**config.mk**
```make
export PLATFORM = sky130hd
export DESIGN_NAME = pipelined_controller
export DESIGN_NICKNAME = d
export VERILOG_FILES = /design/src/rtl/pipelined_controller.sv
export SDC_FILE = /design/constraint.sdc
export NUM_CORES = 1
export LEC_CHECK = 0
export CORE_ASPECT_RATIO = 2
export CORE_MARGIN = 10
export CORE_UTILIZATION = 45
export CTS_CLUSTER_DIAMETER = 40
export DETAILED_ROUTE_END_ITERATION = 6
export PLACE_DENSITY = 0.77
export SYNTH_ARGS = -nofsm -noshare
export SYNTH_HDL_FRONTEND = slang
export SYNTH_SLANG_ARGS = --single-unit
export TNS_END_PERCENT = 50
```
**constraint.sdc**
```tcl
create_clock -name clk -period 4.4 [get_ports clk]
set_input_delay 0.44 -clock clk [delete_from_list [all_inputs] [get_ports clk]]
set_output_delay 0.44 -clock clk [all_outputs]
set_load 0.01 [all_outputs]
```
**src/rtl/pipelined_controller.sv**
```systemverilog
// rtl/pipelined_controller.sv - ID-stage decode/control with ID/EX register, hazard stall and MULT/DIV sequencer
//
// Purpose:
//   Decodes opcode/func into the datapath control bundle and registers it into
//   the ID/EX control register. Detects load-use hazards against its own
//   registered EX entry, sequences a multi-cycle MULT/DIV unit and inserts
//   bubbles on flush or stall.
//
// Optional feature macro: CTRL_MD_UNIT_EN
//   defined   : MULT/MULTU/DIV/DIVU/MFHI/MFLO decode, MULT/DIV busy FSM,
//               MULT/DIV hazard and ex_md_start exist.
//   undefined : those instructions decode as illegal NOPs; md_busy and
//               ex_md_start are tied 0.
//
// Ports:
//   clk, rst          clock, asynchronous active-high reset
//   id_valid          IF/ID holds a real instruction
//   opcode, func      instr[31:26], instr[5:0]
//   rs, rt, rd        register specifiers
//   flush             squash the ID instruction (taken branch/jump)
//   stall             combinational; hold PC and IF/ID
//   ex_*              registered ID/EX control bundle
//   ex_md_start       one-cycle start pulse to the MULT/DIV unit
//   ex_illegal        unrecognised opcode/func
//   md_busy           MULT/DIV sequencer is BUSY

module pipelined_controller #(
  parameter int REGW   = 5,
  parameter int ALUOPW = 4,
  parameter int MD_LAT = 32
) (
  input  logic              clk,
  input  logic              rst,
  input  logic              id_valid,
  input  logic [5:0]        opcode,
  input  logic [5:0]        func,
  input  logic [REGW-1:0]   rs,
  input  logic [REGW-1:0]   rt,
  input  logic [REGW-1:0]   rd,
  input  logic              flush,
  output logic              stall,
  output logic              ex_valid,
  output logic [ALUOPW-1:0] ex_aluop,
  output logic              ex_alusrc,
  output logic              ex_regdst,
  output logic              ex_regwrite,
  output logic              ex_writemem,
  output logic              ex_readmem,
  output logic              ex_memtoreg,
  output logic              ex_pc_jump,
  output logic [1:0]        ex_shift,
  output logic [REGW-1:0]   ex_dst,
  output logic              ex_md_start,
  output logic              ex_illegal,
  output logic              md_busy
);

  // ALU operation codes shared with the execute stage
  localparam logic [ALUOPW-1:0] ALU_NOP  = ALUOPW'(0);
  localparam logic [ALUOPW-1:0] ALU_ADD  = ALUOPW'(1);
  localparam logic [ALUOPW-1:0] ALU_ADDU = ALUOPW'(2);
  localparam logic [ALUOPW-1:0] ALU_SUB  = ALUOPW'(3);
  localparam logic [ALUOPW-1:0] ALU_SUBU = ALUOPW'(4);
  localparam logic [ALUOPW-1:0] ALU_AND  = ALUOPW'(5);
  localparam logic [ALUOPW-1:0] ALU_OR   = ALUOPW'(6);
  localparam logic [ALUOPW-1:0] ALU_NOR  = ALUOPW'(7);
  localparam logic [ALUOPW-1:0] ALU_SLL  = ALUOPW'(8);
  localparam logic [ALUOPW-1:0] ALU_SRL  = ALUOPW'(9);
  localparam logic [ALUOPW-1:0] ALU_SRA  = ALUOPW'(10);
  localparam logic [ALUOPW-1:0] ALU_SLT  = ALUOPW'(11);

  // Opcodes
  localparam logic [5:0] OP_RTYPE = 6'h00;
  localparam logic [5:0] OP_J     = 6'h02;
  localparam logic [5:0] OP_JAL   = 6'h03;
  localparam logic [5:0] OP_BEQ   = 6'h04;
  localparam logic [5:0] OP_BNE   = 6'h05;
  localparam logic [5:0] OP_ADDI  = 6'h08;
  localparam logic [5:0] OP_ADDIU = 6'h09;
  localparam logic [5:0] OP_SLTI  = 6'h0A;
  localparam logic [5:0] OP_SLTIU = 6'h0B;
  localparam logic [5:0] OP_ANDI  = 6'h0C;
  localparam logic [5:0] OP_ORI   = 6'h0D;
  localparam logic [5:0] OP_LUI   = 6'h0F;
  localparam logic [5:0] OP_LW    = 6'h23;
  localparam logic [5:0] OP_LBU   = 6'h24;
  localparam logic [5:0] OP_LHU   = 6'h25;
  localparam logic [5:0] OP_SB    = 6'h28;
  localparam logic [5:0] OP_SH    = 6'h29;
  localparam logic [5:0] OP_SW    = 6'h2B;

  // R-type function codes
  localparam logic [5:0] F_SLL   = 6'h00;
  localparam logic [5:0] F_SRL   = 6'h02;
  localparam logic [5:0] F_SRA   = 6'h03;
  localparam logic [5:0] F_JR    = 6'h08;
  localparam logic [5:0] F_ADD   = 6'h20;
  localparam logic [5:0] F_ADDU  = 6'h21;
  localparam logic [5:0] F_SUB   = 6'h22;
  localparam logic [5:0] F_SUBU  = 6'h23;
  localparam logic [5:0] F_AND   = 6'h24;
  localparam logic [5:0] F_OR    = 6'h25;
  localparam logic [5:0] F_NOR   = 6'h27;
  localparam logic [5:0] F_SLT   = 6'h2A;
`ifdef CTRL_MD_UNIT_EN
  localparam logic [5:0] F_MFHI  = 6'h10;
  localparam logic [5:0] F_MFLO  = 6'h12;
  localparam logic [5:0] F_MULT  = 6'h18;
  localparam logic [5:0] F_MULTU = 6'h19;
  localparam logic [5:0] F_DIV   = 6'h1A;
  localparam logic [5:0] F_DIVU  = 6'h1B;
`endif

  // ---------------------------------------------------------------------------
  // Decode
  // ---------------------------------------------------------------------------
  logic [ALUOPW-1:0] dec_aluop;
  logic              dec_alusrc, dec_regdst, dec_regwrite, dec_writemem;
  logic              dec_readmem, dec_memtoreg, dec_pc_jump, dec_illegal;
  logic [1:0]        dec_shift;
  logic [REGW-1:0]   dec_dst;
  logic              dec_rt_src;  // rt is read as a source operand
  logic              dec_md_op;   // MULT/MULTU/DIV/DIVU
  logic              dec_md_dep;  // instruction must wait for an idle MULT/DIV unit

  always_comb begin
    dec_aluop    = ALU_NOP;
    dec_alusrc   = 1'b0;
    dec_regdst   = 1'b0;
    dec_regwrite = 1'b0;
    dec_writemem = 1'b0;
    dec_readmem  = 1'b0;
    dec_memtoreg = 1'b0;
    dec_pc_jump  = 1'b0;
    dec_shift    = 2'd0;
    dec_dst      = '0;
    dec_illegal  = 1'b0;
    dec_rt_src   = 1'b0;
    dec_md_op    = 1'b0;
    dec_md_dep   = 1'b0;
    case (opcode)
      OP_RTYPE: begin
        dec_regdst   = 1'b1;
        dec_regwrite = 1'b1;
        dec_dst      = rd;
        dec_rt_src   = 1'b1;
        case (func)
          F_ADD:  dec_aluop = ALU_ADD;
          F_ADDU: dec_aluop = ALU_ADDU;
          F_SUB:  dec_aluop = ALU_SUB;
          F_SUBU: dec_aluop = ALU_SUBU;
          F_AND:  dec_aluop = ALU_AND;
          F_OR:   dec_aluop = ALU_OR;
          F_NOR:  dec_aluop = ALU_NOR;
          F_SLT:  dec_aluop = ALU_SLT;
          F_SLL:  begin dec_aluop = ALU_SLL; dec_shift = 2'd1; end
          F_SRL:  begin dec_aluop = ALU_SRL; dec_shift = 2'd1; end
          F_SRA:  begin dec_aluop = ALU_SRA; dec_shift = 2'd1; end
          F_JR:   begin dec_pc_jump = 1'b1; dec_regwrite = 1'b0; end
`ifdef CTRL_MD_UNIT_EN
          F_MFHI, F_MFLO: dec_md_dep = 1'b1;
          F_MULT, F_MULTU, F_DIV, F_DIVU: begin
            dec_regwrite = 1'b0;
            dec_md_op    = 1'b1;
            dec_md_dep   = 1'b1;
          end
`endif
          default: begin
            dec_regdst   = 1'b0;
            dec_regwrite = 1'b0;
            dec_dst      = '0;
            dec_rt_src   = 1'b0;
            dec_illegal  = 1'b1;
          end
        endcase
      end
      OP_ADDI, OP_ADDIU: begin
        dec_aluop = ALU_ADD; dec_alusrc = 1'b1; dec_regwrite = 1'b1; dec_dst = rt;
      end
      OP_LW, OP_LBU, OP_LHU: begin
        dec_aluop = ALU_ADD; dec_alusrc = 1'b1; dec_regwrite = 1'b1; dec_dst = rt;
        dec_readmem = 1'b1; dec_memtoreg = 1'b1;
      end
      OP_ANDI: begin
        dec_aluop = ALU_AND; dec_alusrc = 1'b1; dec_regwrite = 1'b1; dec_dst = rt;
      end
      OP_ORI: begin
        dec_aluop = ALU_OR; dec_alusrc = 1'b1; dec_regwrite = 1'b1; dec_dst = rt;
      end
      OP_SLTI, OP_SLTIU: begin
        dec_aluop = ALU_SLT; dec_alusrc = 1'b1; dec_regwrite = 1'b1; dec_dst = rt;
      end
      OP_LUI: begin
        dec_aluop = ALU_ADD; dec_alusrc = 1'b1; dec_regwrite = 1'b1; dec_dst = rt;
        dec_shift = 2'd2;
      end
      OP_SB, OP_SH, OP_SW: begin
        dec_aluop = ALU_ADD; dec_alusrc = 1'b1; dec_writemem = 1'b1; dec_dst = rt;
        dec_rt_src = 1'b1;
      end
      OP_BEQ, OP_BNE: dec_rt_src = 1'b1;
      OP_J:   dec_pc_jump = 1'b1;
      OP_JAL: begin
        dec_pc_jump = 1'b1; dec_regwrite = 1'b1; dec_dst = REGW'(31);
      end
      default: dec_illegal = 1'b1;
    endcase
  end

  // ---------------------------------------------------------------------------
  // Hazards and stall
  // ---------------------------------------------------------------------------
  logic ex_valid_q, ex_readmem_q;
  logic [REGW-1:0] ex_dst_q;
  logic lu_haz, md_haz, issue;

  assign lu_haz = ex_valid_q & ex_readmem_q & (ex_dst_q != '0) &
                  ((ex_dst_q == rs) | (dec_rt_src & (ex_dst_q == rt)));

`ifdef CTRL_MD_UNIT_EN
  assign md_haz = md_busy & dec_md_dep;
`else
  assign md_haz = 1'b0;
`endif

  // flush wins over stall: a squashed instruction never holds the front end
  assign stall = id_valid & ~flush & (lu_haz | md_haz);
  assign issue = id_valid & ~flush & ~stall;

  // ---------------------------------------------------------------------------
  // ID/EX control register
  // ---------------------------------------------------------------------------
  logic [ALUOPW-1:0] ex_aluop_q, ex_aluop_d;
  logic              ex_valid_d, ex_readmem_d;
  logic              ex_alusrc_q, ex_alusrc_d, ex_regdst_q, ex_regdst_d;
  logic              ex_regwrite_q, ex_regwrite_d, ex_writemem_q, ex_writemem_d;
  logic              ex_memtoreg_q, ex_memtoreg_d, ex_pc_jump_q, ex_pc_jump_d;
  logic              ex_illegal_q, ex_illegal_d;
  logic [1:0]        ex_shift_q, ex_shift_d;
  logic [REGW-1:0]   ex_dst_d;

  always_comb begin
    ex_valid_d    = issue;
    ex_aluop_d    = issue ? dec_aluop : ALU_NOP;
    ex_alusrc_d   = issue & dec_alusrc;
    ex_regdst_d   = issue & dec_regdst;
    ex_regwrite_d = issue & dec_regwrite;
    ex_writemem_d = issue & dec_writemem;
    ex_readmem_d  = issue & dec_readmem;
    ex_memtoreg_d = issue & dec_memtoreg;
    ex_pc_jump_d  = issue & dec_pc_jump;
    ex_illegal_d  = issue & dec_illegal;
    ex_shift_d    = issue ? dec_shift : 2'd0;
    ex_dst_d      = issue ? dec_dst : '0;
  end

  always_ff @(posedge clk or posedge rst) begin
    if (rst) begin
      ex_valid_q    <= 1'b0;
      ex_aluop_q    <= '0;
      ex_alusrc_q   <= 1'b0;
      ex_regdst_q   <= 1'b0;
      ex_regwrite_q <= 1'b0;
      ex_writemem_q <= 1'b0;
      ex_readmem_q  <= 1'b0;
      ex_memtoreg_q <= 1'b0;
      ex_pc_jump_q  <= 1'b0;
      ex_illegal_q  <= 1'b0;
      ex_shift_q    <= 2'd0;
      ex_dst_q      <= '0;
    end else begin
      ex_valid_q    <= ex_valid_d;
      ex_aluop_q    <= ex_aluop_d;
      ex_alusrc_q   <= ex_alusrc_d;
      ex_regdst_q   <= ex_regdst_d;
      ex_regwrite_q <= ex_regwrite_d;
      ex_writemem_q <= ex_writemem_d;
      ex_readmem_q  <= ex_readmem_d;
      ex_memtoreg_q <= ex_memtoreg_d;
      ex_pc_jump_q  <= ex_pc_jump_d;
      ex_illegal_q  <= ex_illegal_d;
      ex_shift_q    <= ex_shift_d;
      ex_dst_q      <= ex_dst_d;
    end
  end

  assign ex_valid    = ex_valid_q;
  assign ex_aluop    = ex_aluop_q;
  assign ex_alusrc   = ex_alusrc_q;
  assign ex_regdst   = ex_regdst_q;
  assign ex_regwrite = ex_regwrite_q;
  assign ex_writemem = ex_writemem_q;
  assign ex_readmem  = ex_readmem_q;
  assign ex_memtoreg = ex_memtoreg_q;
  assign ex_pc_jump  = ex_pc_jump_q;
  assign ex_illegal  = ex_illegal_q;
  assign ex_shift    = ex_shift_q;
  assign ex_dst      = ex_dst_q;

  // ---------------------------------------------------------------------------
  // MULT/DIV sequencer
  // ---------------------------------------------------------------------------
`ifdef CTRL_MD_UNIT_EN
  localparam int CNTW = $clog2(MD_LAT + 1);

  typedef enum logic {MD_IDLE, MD_BUSY} md_state_e;

  md_state_e       md_state_q, md_state_d;
  logic [CNTW-1:0] md_cnt_q, md_cnt_d;
  logic            ex_md_start_q, ex_md_start_d;
  logic            md_accept;

  assign md_accept     = issue & dec_md_op & (md_state_q == MD_IDLE);
  assign ex_md_start_d = md_accept;

  always_ff @(posedge clk or posedge rst) begin
    if (rst) begin
      md_state_q    <= MD_IDLE;
      md_cnt_q      <= '0;
      ex_md_start_q <= 1'b0;
    end else begin
      md_state_q    <= md_state_d;
      md_cnt_q      <= md_cnt_d;
      ex_md_start_q <= ex_md_start_d;
    end
  end

  // The accept cycle itself counts toward occupancy, so BUSY lasts MD_LAT-1
  // cycles: cnt runs MD_LAT-1 down to 1 while BUSY and IDLE is re-entered as
  // cnt reaches 0. With MD_LAT=1 BUSY is never entered.
  always_comb begin
    md_state_d = md_state_q;
    md_cnt_d   = md_cnt_q;
    case (md_state_q)
      MD_IDLE: begin
        if (md_accept && (MD_LAT > 1)) begin
          md_state_d = MD_BUSY;
          md_cnt_d   = CNTW'(MD_LAT - 1);
        end
      end
      MD_BUSY: begin
        md_cnt_d = (md_cnt_q == '0) ? '0 : md_cnt_q - CNTW'(1);
        if (md_cnt_q <= CNTW'(1)) md_state_d = MD_IDLE;
      end
      default: md_state_d = MD_IDLE;
    endcase
  end

  always_comb begin
    md_busy     = (md_state_q == MD_BUSY);
    ex_md_start = ex_md_start_q;
  end
`else
  assign md_busy     = 1'b0;
  assign ex_md_start = 1'b0;
`endif

endmodule

```
==> results_dict.tcl, run 1 <==
set metrics [dict create \
    cts_buffer_depth 2 \
    max_freq_mhz 285 \
    gr-total-overflow 0 \
    drt_pass1_iterations 4 \
    hold_viol_final 0 \
    crit_slowest_cell "clkdlybuf4s50_1" \
    synth.yosys.seq_area_share_pct 32.4 \
    yosysWarnings 0 \
    timing.clock.skew_ps 2.50 \
    fp.dieH_microns 101 \
    rsz0062_at_grt "false" \
    instances_no_fill 232 \
    total_power_mw 0.399 \
    postSynth.asyncResetShare_pct 100 \
    critPathMaxFanout 13 \
    dieArea_sq_um 6080 \
    placedInstanceArea_sq_um 1940 \
    timing.final.crit_share_pct 79.8 \
    startpoint_type "primary input" \
    drc 0 \
    avgSynthCellArea_sq_um 9.28 \
    path_clk_slew_ps 60 \
    cts_buffers 3 \
    cp.arrival_ps 3070 \
    synth_top_family_by_area "simple AND/OR/NAND/NOR gates" \
    worst_pin_slew_ps 960 \
    nets 233 \
    areaGrowthSynthToFinish_pct 35.1 \
    ios 54 \
    maxCapViolCount 0 \
    insertion_delay_ps 240 \
    grt_pass1_vias 1382 \
    fp-row-count 29 \
    synthXorXnorAreaFrac_pct 7.17 \
    synthMuxAreaShare_pct 0.683 \
    ys_ff_latch 19 \
    fin_area_sq_um 1980 \
    syn-cell-area_sq_um 1470 \
    vias_per_cell 6.00 \
    root_buffer "clkbuf_8" \
    status "finished, final reports clean" \
    period_needed_ps 3510 \
    synth_fa_ha_area_share_pct 0 \
    crit_type "primary input to output port" \
    final.setup.tns_ps 0 \
    crit_path_end_kind "output port" \
    routed_wirelength_microns 4260 \
    fin_ws_ps 887 \
    diodes 0 \
    postSynthCellCount 158 \
    powerDensity_nw_per_um2 201 \
    yosys_most_used_dff "dfrtp_1" \
    synth-compound-area-share_pct 25.0 \
    track_usage_pct 14.1 \
    synth_edf_count 0 \
    vias 1391 \
    crit_path_cell_trace "clkdlybuf4s50_1, nor2_2, nand3_2, a31o_2, a21o_1, a2111oi_0, clkdlybuf4s50_1" \
    max_stage_delay_ps 630 \
    antenna_found_initial 0 \
    slew_viol_final 0 \
    grt_max_degree 20 \
    setup_viol 0 \
    p_leak_nw 0.758 \
    synthDistinctLibCells 50 \
    routedWlPerCell_microns 18.4 \
    synth_area_leader_cell "dfrtp_1" \
    io_buffers 51 \
    synth_top_area_share_pct 32.4 \
    crit_top_cell "clkdlybuf4s50_1" \
    synthSimpleGateAreaFrac_pct 26.7 \
    ctsResizeCount 0 \
    worst_ir_drop_vdd_v 0.000140 \
    tritoncts "built" \
    h-tree-depth 1 \
    cts_setup_buffers 0 \
    start_util_pct 46.5 \
    worstPathRequired_ps 3960 \
    drtIter0Drc 41 \
    grt_pass1_wl_microns 6850 \
    dpl_worst_slack_ps 940 \
    place_congestion 0.905 \
    hold_class "primary input to asynchronous set/reset pin" \
    synth_area_leaders "dfrtp_1 (32%), nor3_2 (6.1%), xor2_1 (4.2%)" \
    dieWidth_microns 60.4 \
    core_sq_um 3160 \
    ant_nets 0 \
    cts_hold_buf 0 \
    dp_hpwl_microns 3550 \
    cts.sinks 19 \
    post-route-util_pct 62.7 \
    timing.hold.ws_ps 596 \
    drive_above_1_share_pct 11.9 \
    maxSlewHeadroom_pct 35.8 \
    place_inst 228 \
]
## state kept, by name (all words and copies together) (netlist names)
name,cells
ex_aluop,4
ex_alusrc,1
ex_dst,5
ex_illegal,1
ex_memtoreg,1
ex_pc_jump,1
ex_regdst,1
ex_regwrite,1
ex_shift,2
ex_valid,1
ex_writemem,1
## layout by cell type, fill, tap and decap left out, types with 2 or more instances in the layout
cell | Yosys | routed
nand2b_1 | 3 | 3
nor2b_1 | 2 | 2
a31oi_1 | 2 | 2
clkdlybuf4s50_1 | 0 | 51
a21o_1 | 5 | 5
a21oi_1 | 5 | 5
clkbuf_8 | 0 | 3
nor2_1 | 10 | 10
nand3_1 | 3 | 3
and2_1 | 2 | 2
nor3_2 | 9 | 9
xnor2_1 | 5 | 5
a221o_1 | 2 | 2
nor2_2 | 2 | 2
a2111oi_0 | 2 | 2
and3_1 | 2 | 2
a32oi_1 | 2 | 2
inv_1 | 8 | 8
o21ai_0 | 5 | 5
xor2_1 | 7 | 7
conb_1 | 1 | 2
a221oi_1 | 6 | 6
dfrtp_1 | 19 | 19
nand3b_1 | 3 | 3
nor3b_1 | 2 | 2
a2111oi_2 | 2 | 2
nor4_1 | 2 | 2
nor4b_1 | 2 | 2
nor3_1 | 9 | 9
nand2_1 | 4 | 4
o22ai_1 | 2 | 2
## power by group
part | switching (mW) | leakage [nW] | internal (mW)
clock | 0.0478 | 0.0228 | 0.0640
sequential | 0.00272 | 0.262 | 0.178
combinational | 0.0544 | 0.473 | 0.0522
## layer usage
| layer | up-vias | global-route usage [%] | part of all wire (%) |
|---|---|---|---|
| met4 | 0 | 4.17 | 1.5 |
| li1 | 674 | - | - |
| met2 | 54 | 27.5 | 58 |
| met3 | 4 | 3.03 | 7.7 |
| met1 | 659 | 13.3 | 32 |
| met5 | - | 0 | 0 |
## kinds of logic (layout without fill, tap and decap cells)
group,count (synthesis),after routing
AOI/OAI and AO/OA,44,44
muxes,1,1
other,1,2
DFF,19,19
xor gates and xnor gates,12,12
buffers and inverters,21,63
and+or+nand+nor,60,60
## final cells by class
cell class	instances	area, sq um
fill	253	1180
timing repair buffer	51	510
clock buffer	4	45.0
tap	31	38.8
sequential	19	475
multi-input combinational	119	881
inverter	8	30.0
## final timing paths
check | from | to | slack (ps) | depth (start not counted)
hold / removal | rst | ex_aluop[2] | 600 | 2
setup / recovery | opcode[5] | stall | 890 | 7
max in group asynchronous | rst | ex_valid | 3380 | 2
setup reg to reg | ex_dst[0] | ex_shift[1] | 2210 | 5
min in group clk | ex_memtoreg | ex_valid | 810 | 3
hold reg to reg | ex_memtoreg | ex_valid | 810 | 3
## worst max-delay path: cells and delay by family
kind                   cells  cell delay (ps)
buffers and inverters      2             1250
and+or+nand+nor            2              510
AOI/OAI and AO/OA          3              880
## cell usage after synthesis, types with 2 or more instances
cell,n
nor3_1,9
nand2_1,4
nand2b_1,3
nor3b_1,2
nand3b_1,3
nor4_1,2
clkbuf_1,3
a221o_1,2
and2_1,2
nor4b_1,2
a21o_1,5
a2111oi_0,2
nor2_1,10
a32oi_1,2
xor2_1,7
o21ai_0,5
a21oi_1,5
a221oi_1,6
xnor2_1,5
a31oi_1,2
dfrtp_1,19
a2111oi_2,2
and3_1,2
nor2_2,2
nand3_1,3
buf_6,2
nor2b_1,2
buf_2,4
buf_4,4
inv_1,8
o22ai_1,2
nor3_2,9
Power figures use the tool's default switching activity.
==> run 2: changes to the inputs <==
--- a/config.mk
+++ b/config.mk
@@ -7,10 +7,10 @@
 export LEC_CHECK = 0
 export CORE_ASPECT_RATIO = 2
 export CORE_MARGIN = 10
-export CORE_UTILIZATION = 45
+export CORE_UTILIZATION = 44
 export CTS_CLUSTER_DIAMETER = 40
 export DETAILED_ROUTE_END_ITERATION = 6
-export PLACE_DENSITY = 0.77
+export PLACE_DENSITY = 0.75
 export SYNTH_ARGS = -nofsm -noshare
 export SYNTH_HDL_FRONTEND = slang
 export SYNTH_SLANG_ARGS = --single-unit
==> constraint.sdc (replaced) <==
create_clock -name clk -period 3.4 [get_ports clk]
set_input_delay 0.34 -clock clk [delete_from_list [all_inputs] [get_ports clk]]
set_output_delay 0.34 -clock clk [all_outputs]
set_load 0.01 [all_outputs]
==> results_dict.tcl, run 2 (synthesis gave the netlist of run 1 again) <==
set metrics [dict create \
    cts_hold_buf 0 \
    critPathMaxFanout 7 \
    ios 54 \
    dieWidth_microns 60.8 \
    period_needed_ps 3070 \
    cp_num_buf_inv 2 \
    start_util_pct 45.9 \
    areaGrowthSynthToFinish_pct 40.3 \
    met3_length_microns 303 \
    wl_met1_microns 1600 \
    max_stage_delay_ps 620 \
    ant_nets 0 \
    crit_family "buffers and inverters" \
    hold_class "primary input to asynchronous set/reset pin" \
    grt_pass1_vias 1504 \
    crit_path_end_kind "output port" \
    io_buffers 51 \
    dpl_worst_slack_ps 360 \
    route.met2.wl_microns 2700 \
    worst_ir_drop_vdd_v 0.000136 \
    path_clk_slew_ps 60 \
    drive_above_1_share_pct 16.6 \
    drc 0 \
    insertion_delay_ps 250 \
    final.setup.tns_ps 0 \
    drt_pass1_iterations 4 \
    drtIter0Drc 37 \
    p_leak_nw 0.810 \
    crit_type "primary input to output port" \
    root_buffer "clkbuf_8" \
    fin_ws_ps 328 \
    multi_input_comb_area_sq_um 881 \
    hold_viol_final 0 \
    dp_hpwl_microns 3860 \
    startpoint_type "primary input" \
    fillCellCount 266 \
    dieArea_sq_um 6180 \
    timing.clock.skew_ps 3.14 \
    ctsResizeCount 0 \
    fp-row-count 29 \
    post-route-util_pct 64.4 \
    track_usage_pct 14.8 \
    cts_buffer_depth 2 \
    status "finished, final reports clean" \
    cp.arrival_ps 2730 \
    largest_reg_flops 5 \
    place_congestion 0.933 \
    core_sq_um 3190 \
    grt_max_degree 20 \
    h-tree-depth 1 \
    grt_pass1_wl_microns 7250 \
    setup_viol 0 \
    cts_buffers 3 \
    maxSlewHeadroom_pct 47.9 \
    crit_slowest_cell "clkdlybuf4s50_1" \
    gr-total-overflow 0 \
    crit_path_cell_trace "clkdlybuf4s50_1, nand2b_2, a21o_1, a31o_2, a21o_1, a2111oi_0, clkdlybuf4s50_1" \
    register_area_sq_um 475 \
    powerDensity_nw_per_um2 258 \
    final_cell_mix "clkdlybuf4s50_1 (51), dfrtp_1 (19), nor2_1 (10), buf_4 (10)" \
    timing.final.crit_share_pct 90.4 \
    cts_setup_buffers 0 \
    routedWlPerCell_microns 19.4 \
    slew_viol_final 0 \
    final_common_cell "clkdlybuf4s50_1" \
    top_layer_used "met4" \
    tritoncts "built" \
    diodes 0 \
    worst_pin_slew_ps 781 \
    nets 243 \
    worstPathRequired_ps 3060 \
    routed_wirelength_microns 4690 \
    vias 1453 \
    fp.dieH_microns 102 \
    max_freq_mhz 326 \
    timing.hold.ws_ps 497 \
    rsz0062_at_grt "false" \
    maxCapViolCount 0 \
    antenna_found_initial 0 \
    vias_per_cell 6.00 \
    cts.sinks 19 \
    total_power_mw 0.530 \
]
[run 2: per-stage QoR]
step	instances	instance area [sq um]
after floorplan	159	1470
after global placement	238	2010
after detailed placement	238	2010
after CTS	242	2060
after global routing	242	2060
final	242	2060
[run 2: final timing paths]
| kind | from | slack, ps | depth (start not counted) | endpoint |
|---|---|---|---|---|
| worst max-delay path | func[5] | 330 | 7 | stall |
| worst min-delay path | rst | 500 | 2 | ex_regwrite |
| worst max register to register | ex_dst[0] | 1410 | 6 | ex_pc_jump |
| worst min register to register | ex_memtoreg | 840 | 3 | ex_memtoreg |
| max in group asynchronous | rst | 2460 | 2 | ex_memtoreg |
| min in group clk | rd[2] | 770 | 3 | ex_dst[2] |
[run 2: final cells by class]
type / count / share of cell area (%)
Multi-Input combinational cell: 119 / 42.8
Timing Repair Buffer: 61 / 28.5
Sequential cell: 19 / 23.1
Clock buffer: 3 / 2.01
Tap cell: 31 / 1.89
Inverter: 8 / 1.46
Clock inverter: 1 / 0.243
[run 2: power breakdown]
| group | total [mW] | internal [mW] | switching, mW |
|---|---|---|---|
| sequential | 0.234 | 0.230 | 0.00371 |
| combinational | 0.147 | 0.0738 | 0.0734 |
| clock | 0.149 | 0.0812 | 0.0682 |
[run 2: routing by layer]
metal	global-route usage, %	up-vias
li1	-	694
met2	28.6	71
met5	0	-
met3	2.01	6
met4	6.79	0
met1	14.2	682
==> run 3: changes to the inputs <==
--- a/config.mk
+++ b/config.mk
@@ -7,10 +7,11 @@
 export LEC_CHECK = 0
 export CORE_ASPECT_RATIO = 2
 export CORE_MARGIN = 10
-export CORE_UTILIZATION = 44
+export CORE_UTILIZATION = 40
 export CTS_CLUSTER_DIAMETER = 40
 export DETAILED_ROUTE_END_ITERATION = 6
-export PLACE_DENSITY = 0.75
+export GPL_ROUTABILITY_DRIVEN = 0
+export PLACE_DENSITY = 0.72
 export SYNTH_ARGS = -nofsm -noshare
 export SYNTH_HDL_FRONTEND = slang
 export SYNTH_SLANG_ARGS = --single-unit
==> constraint.sdc (replaced) <==
create_clock -name clk -period 2.67 [get_ports clk]
set_input_delay 0.267 -clock clk [delete_from_list [all_inputs] [get_ports clk]]
set_output_delay 0.267 -clock clk [all_outputs]
set_load 0.01 [all_outputs]
==> results_dict.tcl, run 3 (synthesis gave the netlist of run 1 again) <==
set metrics [dict create \
    timing.clock.skew_ps 2.78 \
    max_freq_mhz 391 \
    worstPathRequired_ps 2400 \
    gr-total-overflow 0 \
    worst_pin_slew_ps 713 \
    grt_max_degree 20 \
    dieArea_sq_um 6630 \
    worst_ir_drop_vdd_v 0.000166 \
    seqPwrFrac_pct 42.0 \
    crit_type "primary input to output port" \
    p_leak_nw 0.923 \
    period_needed_ps 2560 \
    rr_endpoint "ex_pc_jump" \
    slew_viol_final 0 \
    cts_setup_buffers 0 \
    cp.arrival_ps 2290 \
    rsz0062_at_grt "false" \
    largest_reg_flops 5 \
    cts.sinks 19 \
    cts_buffers 3 \
    vias 1539 \
    track_usage_pct 15.5 \
    routed_wirelength_microns 5040 \
    worstReg2RegStart "ex_dst[4]" \
    fillCellCount 321 \
    drtIter0Drc 29 \
    path_clk_slew_ps 60 \
    areaGrowthSynthToFinish_pct 53.5 \
    status "finished, final reports clean" \
    combPwrFrac_pct 29.9 \
    r2r_setup_slack_ps 660 \
    final_cell_mix "clkdlybuf4s50_1 (50), buf_4 (33), dfrtp_1 (19), nor2_1 (10)" \
    drive_above_1_share_pct 24.4 \
    final_common_cell "clkdlybuf4s50_1" \
    critPathMaxFanout 4 \
    switching_share_pct 27.7 \
    setup_viol 0 \
    p_int_mw 0.511 \
    powerDensity_nw_per_um2 314 \
    core_sq_um 3570 \
    io_buffers 51 \
    nets 266 \
    crit_path_end_kind "output port" \
    p_sw_mw 0.195 \
    grt_pass1_wl_microns 8380 \
    hold_viol_final 0 \
    fin_ws_ps 113 \
    h-tree-depth 1 \
    drc 0 \
    dieWidth_microns 62.8 \
    hold_class "primary input to asynchronous set/reset pin" \
    vias_per_cell 5.44 \
    maxCapViolCount 0 \
    grt_pass1_vias 1710 \
    cts_buffer_depth 2 \
    tritoncts "built" \
    ios 54 \
    pwr-share-clk_pct 28.0 \
    drt_pass1_iterations 4 \
    fp-row-count 31 \
    diodes 0 \
    root_buffer "clkbuf_8" \
    dp_hpwl_microns 4250 \
    timing.final.crit_share_pct 95.8 \
    maxSlewHeadroom_pct 52.4 \
    total_power_mw 0.706 \
    routedWlPerCell_microns 17.8 \
    r2r_cells 7 \
    fp.dieH_microns 106 \
    startpoint_type "primary input" \
    ant_nets 0 \
    start_util_pct 41.1 \
    antenna_found_initial 0 \
    insertion_delay_ps 260 \
    dpl_worst_slack_ps -193 \
]
==> run 3: timing repair <==
| item | in CTS | in global routing |
|---|---|---|
| endpoints found under the setup margin | 1 | 0 |
| hold buffers | 0 | 0 |
| resized for setup | 2 | 0 |
==> run 3: worst max-delay path, stage by stage <==
cell and delay [ps]:
clkdlybuf4s50_1 480, xnor2_1 260, nand2_1 110, a31o_2 260
a21o_1 190, a2111oi_1 410, dlygate4sd2_1 320
==> run 3: layout make-up <==
type | instances | area [sq um] | share of cell area [%]
tap | 49 | 61.3 | 2.72
inverter | 8 | 30.0 | 1.33
timing repair buffer | 84 | 757 | 33.6
sequential | 19 | 475 | 21.1
clock buffer | 4 | 45.0 | 2.00
multi-input combinational | 119 | 882 | 39.2
==> run 3: power by group through the flow <==
stage	Combinational [mW]	Clock (mW)	Sequential (mW)
3_3_place_gp	0.205	0	0.302
4_1_cts	0.211	0.200	0.297
3_5_place_dp	0.210	0	0.302
5_1_grt	0.230	0.211	0.297
6_report	0.211	0.198	0.297
2_1_floorplan	0.0958	0	0.305
==> run 3: how the worst max path moves through the flow <==
stage                   start    end  slack [ps]  depth (start not counted)
global placement      func[1]  stall        -100                          7
detailed placement  opcode[2]  stall        -190                          8
finish                func[1]  stall         110                          7
CTS                 opcode[2]  stall         140                          8
floorplan           ex_dst[0]  stall         570                          5
global route          func[1]  stall          80                          7
==> run 3: through the flow <==
| step | hold WS [ps] | util (%) | std cells | setup TNS [ps] | cell area, sq um |
|---|---|---|---|---|---|
| after global placement | 694 | 61.8 | 279 | -95.3 | 2210 |
| final | 425 | 63.1 | 283 | 0 | 2250 |
| after floorplan | 218 | - | 159 | 0 | 1470 |
| after detailed placement | 725 | 61.8 | 279 | -193 | 2210 |
| after CTS | 452 | 63.1 | 283 | 0 | 2250 |
| after global routing | 524 | 63.1 | 283 | 0 | 2250 |
==> run 3: metal layers <==
metal | vias to the layer above | wire (microns) | GRT usage [%]
met4 | 0 | 201 | 9.16
li1 | 733 | - | -
met1 | 740 | 1740 | 14.3
met5 | - | 0 | 0
met2 | 51 | 2930 | 30.9
met3 | 15 | 166 | 1.70
